==> src/rtl/ab_req_merger.sv <==
// A/B request merger: buffers address requests and data beats separately, then
// emits one write beat per data word with an incrementing address.
module ab_req_merger #(
  parameter int ADDR_W     = 12,
  parameter int LEN_W      = 4,
  parameter int DATA_W     = 24,
  parameter int REQ_DEPTH  = 4,
  parameter int DATA_DEPTH = 16
) (
  input  logic              clk,
  input  logic              rst,
  input  logic              Valid_Addr,
  input  logic [ADDR_W-1:0] Address,
  input  logic [LEN_W-1:0]  Length,
  input  logic              Valid_Data,
  input  logic [DATA_W-1:0] Data,
  output logic              out_valid,
  input  logic              out_ready,
  output logic [ADDR_W-1:0] out_addr,
  output logic [DATA_W-1:0] out_data,
  output logic              out_last,
  output logic              req_overflow,
  output logic              data_overflow,
  output logic              busy
);

  localparam int RA_W  = $clog2(REQ_DEPTH);
  localparam int DA_W  = $clog2(DATA_DEPTH);
  localparam int REQ_W = ADDR_W + LEN_W;

  typedef enum logic {S_IDLE, S_BURST} state_t;

  state_t r_state, w_state_nxt;

  logic [RA_W:0]       r_req_wr, r_req_rd;
  logic [REQ_W-1:0]    r_req_mem [REQ_DEPTH];
  logic [DA_W:0]       r_data_wr, r_data_rd;
  logic [DATA_W-1:0]   r_data_mem [DATA_DEPTH];

  logic [ADDR_W-1:0]   r_base;
  logic [LEN_W-1:0]    r_cnt;
  logic [LEN_W-1:0]    r_last_idx;
  logic                r_req_ovf;
  logic                r_data_ovf;

  logic                w_req_empty, w_req_full, w_req_push, w_req_pop;
  logic                w_data_empty, w_data_full, w_data_push, w_data_pop;
  logic [REQ_W-1:0]    w_req_head;
  logic                w_burst;
  logic                w_last;

  assign w_req_empty  = (r_req_wr == r_req_rd);
  assign w_req_full   = (r_req_wr[RA_W] != r_req_rd[RA_W]) &&
                        (r_req_wr[RA_W-1:0] == r_req_rd[RA_W-1:0]);
  assign w_data_empty = (r_data_wr == r_data_rd);
  assign w_data_full  = (r_data_wr[DA_W] != r_data_rd[DA_W]) &&
                        (r_data_wr[DA_W-1:0] == r_data_rd[DA_W-1:0]);

  assign w_burst    = (r_state == S_BURST);
  assign w_req_head = r_req_mem[r_req_rd[RA_W-1:0]];
  assign w_last     = w_burst && (r_cnt == r_last_idx);

  assign w_req_pop  = (r_state == S_IDLE) && !w_req_empty;
  assign w_data_pop = w_burst && !w_data_empty && out_ready;
  // A full FIFO still takes a push when the same edge frees a slot.
  assign w_req_push  = Valid_Addr && (!w_req_full  || w_req_pop);
  assign w_data_push = Valid_Data && (!w_data_full || w_data_pop);

  always_ff @(posedge clk) begin
    if (w_req_push)  r_req_mem[r_req_wr[RA_W-1:0]]   <= {Address, Length};
    if (w_data_push) r_data_mem[r_data_wr[DA_W-1:0]] <= Data;
  end

  always_ff @(posedge clk or posedge rst) begin
    if (rst) begin
      r_req_wr   <= '0;
      r_req_rd   <= '0;
      r_data_wr  <= '0;
      r_data_rd  <= '0;
      r_req_ovf  <= 1'b0;
      r_data_ovf <= 1'b0;
    end else begin
      if (w_req_push)  r_req_wr  <= r_req_wr  + (RA_W+1)'(1);
      if (w_req_pop)   r_req_rd  <= r_req_rd  + (RA_W+1)'(1);
      if (w_data_push) r_data_wr <= r_data_wr + (DA_W+1)'(1);
      if (w_data_pop)  r_data_rd <= r_data_rd + (DA_W+1)'(1);
      if (Valid_Addr && !w_req_push)  r_req_ovf  <= 1'b1;
      if (Valid_Data && !w_data_push) r_data_ovf <= 1'b1;
    end
  end

  always_ff @(posedge clk or posedge rst) begin
    if (rst) r_state <= S_IDLE;
    else     r_state <= w_state_nxt;
  end

  always_comb begin
    w_state_nxt = r_state;
    unique case (r_state)
      S_IDLE:  if (w_req_pop) w_state_nxt = S_BURST;
      S_BURST: if (w_data_pop && w_last) w_state_nxt = S_IDLE;
      default: w_state_nxt = S_IDLE;
    endcase
  end

  always_ff @(posedge clk or posedge rst) begin
    if (rst) begin
      r_base     <= '0;
      r_cnt      <= '0;
      r_last_idx <= '0;
    end else if (w_req_pop) begin
      r_base     <= w_req_head[REQ_W-1:LEN_W];
      r_cnt      <= '0;
      r_last_idx <= w_req_head[LEN_W-1:0];
    end else if (w_data_pop) begin
      r_cnt      <= r_cnt + LEN_W'(1);
    end
  end

  assign out_valid     = w_burst && !w_data_empty;
  assign out_last      = w_last;
  assign out_addr      = r_base + ADDR_W'(r_cnt);
  // Gate the head so an empty FIFO reads as zero instead of stale storage.
  assign out_data      = w_data_empty ? '0 : r_data_mem[r_data_rd[DA_W-1:0]];
  assign req_overflow  = r_req_ovf;
  assign data_overflow = r_data_ovf;
  assign busy          = w_burst || !w_req_empty || !w_data_empty;

endmodule

==> config.mk <==
export PLATFORM = sky130hd
export DESIGN_NAME = ab_req_merger
export DESIGN_NICKNAME = d
export VERILOG_FILES = /design/src/rtl/ab_req_merger.sv
export SDC_FILE = /design/constraint.sdc
export NUM_CORES = 1
export LEC_CHECK = 0
export CORE_MARGIN = 2
export CORE_UTILIZATION = 55
export CTS_BUF_LIST = sky130_fd_sc_hd__clkbuf_4 sky130_fd_sc_hd__clkbuf_8
export DETAILED_ROUTE_END_ITERATION = 10
export DONT_BUFFER_PORTS = 1
export PLACE_DENSITY = 0.73
export SKIP_CTS_REPAIR_TIMING = 1
export SLEW_MARGIN = 15
export SYNTH_ARGS = -nofsm -noshare
export SYNTH_HDL_FRONTEND = slang
export SYNTH_SLANG_ARGS = --single-unit
==> constraint.sdc <==
create_clock -name clk -period 4.38 [get_ports clk]
set_clock_uncertainty 0.2 [all_clocks]
set_input_delay 0.876 -clock clk [delete_from_list [all_inputs] [get_ports clk]]
set_output_delay 0.876 -clock clk [all_outputs]
set_load 0.02 [all_outputs]
==> impl_metrics.py, run 1 <==
metrics = {
    "routing": {
        "drc": 0,
        "antenna_left": 0,
        "wl_um": 37100,
        "wl_met2_um": 17800,
        "highest_layer": "met4",
        "initialDrtViolationCount": 863,
        "vias_per_cell": 5.98,
        "vias": 8898,
        "wirelength_met1_um": 15100,
        "wl_met3_um": 3260,
        "first_pass_iters": 5,
        "wl_per_cell_um": 25.0,
    },
    "final_layout": {
        "fillCellCount": 2285,
        "final_net_count": 1040,
        "drive_above_1_share": 0.314,
        "syn2layout_area_growth_pct": 12.6,
        "final_cells": 1487,
        "antenna_cells": 0,
    },
    "timing": {
        "min_period_over_period": 0.901,
        "max_slew_margin": 0.389,
        "hold_viol": 0,
        "tightest_slew_ns": 0.916,
        "fmax_ghz": 0.253,
        "setup_tns_ns": 0,
        "final_max_slew_viol_count": 0,
        "min_period_ns": 3.95,
        "rsz0062_at_grt": "no",
        "finalSetupViolCount": 0,
    },
    "floorplan": {
        "die_y_um": 190,
        "coreArea_sq_um": 34300,
        "dieArea_sq_um": 36000,
        "start_util": 0.553,
        "placementRows": 68,
        "die_w_um": 190,
        "boundaryPins": 86,
    },
    "placement": {
        "portBuffers": 0,
        "placed_cells": 1353,
        "dpl.hpwl_um": 21000,
        "gp_congestion": 0.755,
    },
    "global_routing": {
        "grt_util_all_layers": 0.215,
        "grt_overflow": 0,
        "grt_max_degree": 100,
        "grt_pass1_wl_um": 56100,
        "grt_pass1_vias": 9197,
        "antenna_found_initial": 0,
    },
    "synth": {
        "avgSynthCellArea_sq_um": 21.5,
        "ys_seq_area_frac": 0.760,
        "synth.ff_latch_count": 487,
        "synth_nets": 942,
        "synth_area_sq_um": 19000,
        "syn_inst": 881,
        "synth_cell_types": 39,
        "yosysWarnings": 0,
    },
    "worst_setup_path": {
        "start_kind": "register",
        "cp_data_required_time_ns": 3.30,
        "critPathCaptureType": "output port",
        "path_max_fanout": 24,
        "worstPathArrival_ns": 2.87,
        "critPathKind": "register to output port",
    },
    "run": {
        "max_cap_violations": 0,
    },
    "clocking": {
        "cts_num_sinks": 487,
        "clk_pin_slew_worst_paths_ns": 0.06,
        "root_buffer": "clkbuf_8",
        "numCtsBuffers": 79,
        "clk_latency_ns": 0.62,
        "cts.htree.levels": 3,
        "cts_tree": "done",
        "clock_path_buffers": 3,
    },
    "status": {
        "status": "finished, final reports clean",
    },
    "worst_hold_path": {
        "hold_path_class": "input pin to async pin",
    },
    "power_and_ir_drop": {
        "vdd_ir_drop_max_v": 0.000466,
        "p_leak_nw": 7.18,
        "cellPowerDensity_nw_per_um2": 681,
    },
}
area by class of cell:
cell class | count | area [sq um] | share of cell area
clock buffers | 106 | 1310 | 0.0613
inverters | 10 | 37.5 | 0.00176
multi-input cells | 335 | 4270 | 0.200
repair buffers | 66 | 583 | 0.0273
well taps | 455 | 569 | 0.0266
clock inverters | 28 | 158 | 0.00738
flip-flops and latches | 487 | 14400 | 0.676
cells by family (layout without fill, tap and decap cells):
logic type | after synthesis | after routing | share of synthesized area
XOR/XNOR | 35 | 35 | 0.0162
AND/OR/NAND/NOR | 66 | 66 | 0.0200
adder cells (fa/ha/maj) | 16 | 16 | 0.0109
AO/OA/AOI/OAI | 87 | 87 | 0.0303
multiplexers | 131 | 131 | 0.147
flip-flops | 487 | 487 | 0.760
buffers and inverters | 59 | 210 | 0.0155
stage by stage:
step / total power [W] / worst slack [ns] / hold slack (ns) / instance area (sq um) / utilization
floorplan: 0.00953 / 0.708 / 0.260 / 19000 / -
global placement: 0.0109 / 1.01 / 0.276 / 19900 / 0.580
detailed placement: 0.0110 / 0.951 / 0.280 / 19900 / 0.580
CTS: 0.0147 / 0.344 / 0.0484 / 21400 / 0.623
global route: 0.0152 / 0.219 / 0.0889 / 21400 / 0.623
finish: 0.0145 / 0.435 / 0.0697 / 21400 / 0.623
final timing paths:
path / start / to / slack, ns / depth (start not counted)
max reg2reg: r_data_rd[0]$_DFFE_PP0P_ / r_data_mem[14][1]$_DFFE_PP_ / 1.36 / 5
min in group clk: Address[10] / r_req_mem[1][14]$_DFFE_PP_ / 0.15 / 0
max in group asynchronous: rst / r_data_rd[0]$_DFFE_PP0P_ / 3.51 / 2
min: rst / r_req_rd[2]$_DFFE_PP0P_ / 0.07 / 2
min reg2reg: r_req_wr[2]$_DFFE_PP0P_ / r_req_wr[2]$_DFFE_PP0P_ / 0.29 / 1
max: r_data_rd[0]$_DFFE_PP0P_ / out_data[23] / 0.43 / 6
layout by cell type, fill, tap and decap left out, types with 3 or more instances in the layout:
cell type,netlist,routed
nand4_1,3,3
mux2_2,3,3
clkbuf_4,0,24
and2_1,7,7
dfrtp_1,39,37
nand3_1,3,3
clkinv_2,0,8
nor2b_1,6,4
mux2_4,14,14
and3_1,19,18
mux4_2,112,112
xor2_1,19,19
clkbuf_8,0,82
a21oi_1,28,28
edfxtp_1,448,448
clkinv_1,0,16
ha_1,15,15
buf_4,1,59
xnor2_1,16,16
nand2b_1,6,6
nand2_1,11,11
inv_1,10,10
nor2_1,6,5
buf_12,1,7
o21ai_0,4,4
a22oi_1,48,48
state kept, by name, indices dropped and copies added, names as in the netlist:
name           count
r_req_wr           3
req_overflow       1
r_state            1
r_cnt              4
r_base            12
r_data_rd          5
r_last_idx         4
r_req_rd           3
r_data_wr          5
r_req_mem         64
r_data_mem       384
data_overflow      1
cells in the mapped netlist:
cell	n	area, sq um
nor2_1	6	22.5
nor2b_4	1	13.8
mux2_4	14	210
xor2_1	19	166
buf_12	1	20.0
nand4_1	3	18.8
mux2i_1	2	20.0
buf_6	4	45.0
and3_1	19	119
or3_1	1	6.26
and2_1	7	43.8
a21oi_1	28	140
nand2b_1	6	37.5
ha_1	15	188
a22oi_1	48	360
a21o_1	2	15.0
o31ai_1	1	7.51
nand2_1	11	41.3
a31oi_1	1	6.26
o21ai_0	4	20.0
nor4_2	1	12.5
mux2_2	3	33.8
nor4_1	1	6.26
a21boi_1	1	7.51
fa_1	1	20.0
edfxtp_1	448	13500
nor3_1	1	5.00
nand3_1	3	15.0
buf_1	2	7.51
xnor2_1	16	140
inv_1	10	37.5
mux4_2	112	2520
buf_4	1	7.51
clkbuf_1	23	86.3
nor2b_1	6	37.5
dfrtp_1	39	976
a41o_1	1	10.0
a31o_2	1	8.76
buf_2	18	90.1
power breakdown:
part | switching (W) | internal, W | total, W
sequential | 0.000369 | 0.00578 | 0.00615
clock | 0.00170 | 0.00199 | 0.00369
combinational | 0.00257 | 0.00213 | 0.00470
critical path, cell delays in order (launching register included):
cell	delay, ns
dfrtp_4	0.59
xor2_1	0.18
nor4_2	0.45
and2_1	0.26
buf_4	0.41
a21oi_1	0.16
buf_4	0.20
per-layer routing:
| layer | global-route usage | up-vias |
|---|---|---|
| li1 | - | 3838 |
| met5 | 0 | - |
| met2 | 0.329 | 354 |
| met3 | 0.0603 | 84 |
| met1 | 0.301 | 4622 |
| met4 | 0.0802 | 0 |
No activity file was read; power rests on OpenSTA's default activity.
==> run 2, diff against run 1 <==
--- a/config.mk
+++ b/config.mk
@@ -5,12 +5,11 @@
 export SDC_FILE = /design/constraint.sdc
 export NUM_CORES = 1
 export LEC_CHECK = 0
-export CORE_MARGIN = 2
-export CORE_UTILIZATION = 55
+export CORE_MARGIN = 10
+export CORE_UTILIZATION = 40
 export CTS_BUF_LIST = sky130_fd_sc_hd__clkbuf_4 sky130_fd_sc_hd__clkbuf_8
 export DETAILED_ROUTE_END_ITERATION = 10
 export DONT_BUFFER_PORTS = 1
-export PLACE_DENSITY = 0.73
 export SKIP_CTS_REPAIR_TIMING = 1
 export SLEW_MARGIN = 15
 export SYNTH_ARGS = -nofsm -noshare
==> impl_metrics.py, run 2 (same netlist as run 1, synthesis figures left out) <==
metrics = {
    "status": {
        "status": "finished, final reports clean",
    },
    "global_routing": {
        "grt_overflow": 0,
        "grt_pass1_wl_um": 59700,
        "antenna_found_initial": 0,
        "grt_pass1_vias": 9200,
        "grt_util_all_layers": 0.142,
        "grt_max_degree": 100,
    },
    "routing": {
        "first_pass_iters": 5,
        "antenna_left": 0,
        "vias_per_cell": 5.41,
        "drc": 0,
        "wl_per_cell_um": 24.6,
        "initialDrtViolationCount": 681,
        "wl_um": 39700,
        "vias": 8733,
    },
    "timing": {
        "min_period_ns": 3.96,
        "max_slew_margin": 0.324,
        "tightest_slew_ns": 1.01,
        "fin_ws_ns": 0.418,
        "finalSetupViolCount": 0,
        "min_period_over_period": 0.905,
        "rsz0062_at_grt": "no",
        "final_max_slew_viol_count": 0,
        "setup_tns_ns": 0,
        "fmax_ghz": 0.252,
        "hold_viol": 0,
    },
    "clocking": {
        "root_buffer": "clkbuf_8",
        "numCtsBuffers": 80,
        "cts_tree": "done",
        "cts.htree.levels": 3,
        "clock_path_buffers": 3,
        "cts_num_sinks": 487,
        "clk_latency_ns": 0.64,
        "clk_pin_slew_worst_paths_ns": 0.06,
    },
    "final_layout": {
        "fin_area_sq_um": 21600,
        "finish.utilization": 0.461,
        "mostFrequentLayoutCell": "edfxtp_1",
        "syn2layout_area_growth_pct": 13.6,
        "layout_common_cells": "edfxtp_1 (448), mux4_2 (112), clkbuf_8 (83), a22oi_1 (48), dfrtp_1 (37)",
        "final_net_count": 1009,
        "final_cells": 1614,
        "largest_reg_flops": 384,
        "drive_above_1_share": 0.311,
        "antenna_cells": 0,
    },
    "placement": {
        "place_ws_ns": 1.02,
        "dpl.hpwl_um": 22100,
        "place_area_sq_um": 19900,
        "gp_congestion": 0.719,
        "placed_cells": 1473,
        "portBuffers": 0,
    },
    "floorplan": {
        "die_w_um": 238,
        "placementRows": 79,
        "die_y_um": 238,
        "coreArea_sq_um": 46800,
        "start_util": 0.406,
        "boundaryPins": 86,
        "dieArea_sq_um": 56600,
    },
    "power_and_ir_drop": {
        "swShare": 0.324,
        "combPwrFrac": 0.307,
        "p_leak_nw": 7.10,
        "p_sw_w": 0.00475,
        "p_int_w": 0.00989,
        "vdd_ir_drop_max_v": 0.000516,
        "clkPwrFrac": 0.277,
        "cellPowerDensity_nw_per_um2": 679,
        "seq_power_share": 0.416,
    },
    "worst_setup_path": {
        "path_max_fanout": 99,
        "cp_data_required_time_ns": 3.30,
        "critPathKind": "register to output port",
        "critPathCaptureType": "output port",
        "start_kind": "register",
        "worstPathArrival_ns": 2.89,
    },
    "run": {
        "max_cap_violations": 0,
    },
    "worst_hold_path": {
        "hold_path_class": "input pin to async pin",
    },
}
-- run 2: routing by layer --
layer	wire [um]	global-route usage
met4	929	0.0493
met1	16100	0.179
met3	3330	0.0478
met2	19300	0.228
met5	0	0
-- run 2: power groups by stage --
stage                     Sequential [W]  Clock, W  Combinational, W
after global routing             0.00615   0.00437           0.00487
after global placement           0.00617         0           0.00456
final                            0.00610   0.00406           0.00449
after CTS                        0.00610   0.00417           0.00460
after floorplan                  0.00606         0           0.00347
after detailed placement         0.00619         0           0.00458
-- run 2: final timing paths --
path	startpoint	end	slack (ns)	cells past startpoint
max	r_data_rd[0]$_DFFE_PP0P_	out_data[23]	0.42	5
min	rst	r_base[8]$_DFFE_PP0P_	0.03	2
max reg2reg	r_req_rd[1]$_DFFE_PP0P_	r_req_mem[3][4]$_DFFE_PP_	1.53	5
min reg2reg	r_req_wr[2]$_DFFE_PP0P_	r_req_wr[2]$_DFFE_PP0P_	0.29	1
max in group asynchronous	rst	r_data_rd[1]$_DFFE_PP0P_	3.48	2
min in group clk	Data[4]	r_data_mem[12][4]$_DFFE_PP_	0.11	0
-- run 2: cell type report --
cell class	count	area (sq um)
Multi-Input combinational cell	335	4290
Inverter	10	37.5
Clock buffer	106	1320
Sequential cell	487	14400
Timing Repair Buffer	34	393
Clock inverter	35	332
Tap cell	607	759
Fill cell	3898	25200
-- run 2: per-stage QoR --
stage               hold slack [ns]  power [W]
CTS                        -0.00278     0.0149
finish                       0.0320     0.0146
global route                 0.0505     0.0154
global placement              0.275     0.0107
floorplan                     0.260    0.00953
detailed placement            0.278     0.0108
-- run 2: critical path, stage by stage, from the launching register on --
cell and delay, ns:
dfrtp_4 0.43, buf_12 0.62, mux4_2 0.61, a22oi_1 0.16
a21oi_1 0.14, buf_4 0.19
==> run 3, diff against run 2 <==
--- a/config.mk
+++ b/config.mk
@@ -8,6 +8,7 @@
 export CORE_MARGIN = 10
 export CORE_UTILIZATION = 40
 export CTS_BUF_LIST = sky130_fd_sc_hd__clkbuf_4 sky130_fd_sc_hd__clkbuf_8
+export CTS_CLUSTER_DIAMETER = 50
 export DETAILED_ROUTE_END_ITERATION = 10
 export DONT_BUFFER_PORTS = 1
 export SKIP_CTS_REPAIR_TIMING = 1
==> constraint.sdc (replaced) <==
create_clock -name clk -period 4.38 [get_ports clk]
set_clock_uncertainty 0.2 [all_clocks]
set_input_delay 1.095 -clock clk [delete_from_list [all_inputs] [get_ports clk]]
set_output_delay 1.095 -clock clk [all_outputs]
set_load 0.02 [all_outputs]
==> impl_metrics.py, run 3 (same netlist as run 1, synthesis figures left out) <==
metrics = {
    "worst_setup_path": {
        "path_cells": "xor2_1 > nor4_2 > and2_2 > buf_4 > a21oi_1 > buf_4",
        "critPathKind": "register to output port",
        "cp_slowest_cell": "and2_2",
        "crit_path_frequent_cell": "buf_4",
        "worst_path_largest_cell_delay_ns": 0.66,
        "critPathCaptureType": "output port",
        "start_kind": "register",
        "worstPathArrival_ns": 2.92,
        "cp_data_required_time_ns": 3.08,
        "cp_top_family": "simple AND/OR/NAND/NOR gates",
        "path_max_fanout": 18,
        "path_buf_inv": 2,
    },
    "floorplan": {
        "boundaryPins": 86,
        "die_w_um": 238,
        "placementRows": 79,
        "die_y_um": 238,
        "dieArea_sq_um": 56600,
        "coreArea_sq_um": 46800,
        "start_util": 0.406,
    },
    "placement": {
        "gp_congestion": 0.720,
        "place_ws_ns": 0.866,
        "dpl.hpwl_um": 22200,
        "portBuffers": 0,
    },
    "power_and_ir_drop": {
        "combPwrFrac": 0.315,
        "p_leak_nw": 7.13,
        "cellPowerDensity_nw_per_um2": 682,
        "swShare": 0.324,
        "vdd_ir_drop_max_v": 0.000405,
        "p_int_w": 0.00993,
        "clkPwrFrac": 0.270,
        "p_sw_w": 0.00475,
        "seq_power_share": 0.415,
    },
    "clocking": {
        "clock_path_buffers": 3,
        "clk_latency_ns": 0.65,
        "cts_tree": "done",
        "numCtsBuffers": 82,
        "cts.htree.levels": 3,
        "cts_num_sinks": 487,
        "clk_pin_slew_worst_paths_ns": 0.07,
        "root_buffer": "clkbuf_8",
    },
    "final_layout": {
        "multi_input_area_sq_um": 4290,
        "drive_above_1_share": 0.321,
        "mostFrequentLayoutCell": "edfxtp_1",
        "antenna_cells": 0,
        "seqCellArea_sq_um": 14400,
        "layout_common_cells": "edfxtp_1 (448), mux4_2 (112), clkbuf_8 (83), a22oi_1 (48), buf_4 (39)",
        "final_net_count": 1022,
        "syn2layout_area_growth_pct": 13.5,
        "largest_reg_flops": 384,
        "fillCellCount": 3901,
    },
    "routing": {
        "first_pass_iters": 4,
        "vias_per_cell": 5.40,
        "antenna_left": 0,
        "wl_per_cell_um": 24.7,
        "vias": 8810,
        "initialDrtViolationCount": 691,
        "drc": 0,
        "wl_um": 40300,
    },
    "global_routing": {
        "grt_pass1_vias": 9303,
        "grt_overflow": 0,
        "grt_pass1_wl_um": 60900,
        "grt_max_degree": 100,
        "antenna_found_initial": 0,
        "grt_util_all_layers": 0.144,
    },
    "status": {
        "status": "finished, final reports clean",
    },
    "run": {
        "max_cap_violations": 0,
    },
    "timing": {
        "finalSetupViolCount": 0,
        "max_slew_margin": 0.313,
        "tightest_slew_ns": 1.03,
        "rsz0062_at_grt": "no",
        "setup_tns_ns": 0,
        "fin_ws_ns": 0.164,
        "min_period_ns": 4.22,
        "min_period_over_period": 0.963,
        "fmax_ghz": 0.237,
        "hold_viol": 0,
        "final_max_slew_viol_count": 0,
    },
    "worst_hold_path": {
        "hold_path_class": "input pin to async pin",
    },
}
==> run 3: through the flow <==
stage | total power, W | cell area (sq um) | instances | hold WS, ns | util
2_1_floorplan | 0.00953 | 19000 | 881 | 0.260 | -
3_3_place_gp | 0.0109 | 19900 | 1484 | 0.277 | 0.426
3_5_place_dp | 0.0109 | 19900 | 1484 | 0.279 | 0.426
4_1_cts | 0.0149 | 21500 | 1631 | 0.222 | 0.461
5_1_grt | 0.0155 | 21500 | 1631 | 0.266 | 0.461
6_report | 0.0147 | 21500 | 1631 | 0.250 | 0.461
==> run 3: path summary, 6_finish.rpt <==
kind	from	endpoint	slack [ns]	cells after the start
max in group asynchronous	rst	r_data_rd[0]$_DFFE_PP0P_	3.27	2
min in group clk	r_req_wr[2]$_DFFE_PP0P_	r_req_wr[2]$_DFFE_PP0P_	0.29	1
max reg2reg	r_req_rd[1]$_DFFE_PP0P_	r_req_mem[3][10]$_DFFE_PP_	1.56	5
min	rst	r_base[7]$_DFFE_PP0P_	0.25	2
min reg2reg	r_req_wr[2]$_DFFE_PP0P_	r_req_wr[2]$_DFFE_PP0P_	0.29	1
max	r_data_rd[1]$_DFFE_PP0P_	out_data[5]	0.16	6
==> run 3: layout make-up <==
cell class	count	area share
Clock buffer	113	0.0635
Timing Repair Buffer	45	0.0192
Multi-Input combinational cell	335	0.199
Tap cell	607	0.0353
Inverter	10	0.00174
Clock inverter	34	0.0113
Sequential cell	487	0.670
==> run 3: power by group through the flow <==
stage | combinational (W) | clock [W] | sequential, W
after floorplan | 0.00347 | 0 | 0.00606
after global placement | 0.00473 | 0 | 0.00617
after detailed placement | 0.00474 | 0 | 0.00619
after CTS | 0.00475 | 0.00409 | 0.00610
after global routing | 0.00502 | 0.00432 | 0.00616
final | 0.00462 | 0.00397 | 0.00610
==> run 3: metal layers <==
layer / GRT usage / wire length [um] / vias up
met2: 0.232 / 19800 / 229
met5: 0 / 0 / -
li1: - / - / 3811
met4: 0.0487 / 725 / 0
met1: 0.183 / 16900 / 4707
met3: 0.0460 / 2820 / 63
==> run 3: worst register-to-register path: stages, from the launching register on <==
cell and delay (ns):
dfrtp_1 0.32, buf_4 0.28, xor2_1 0.20, nor2_1 0.08
a31oi_1 0.46, and2_1 0.89
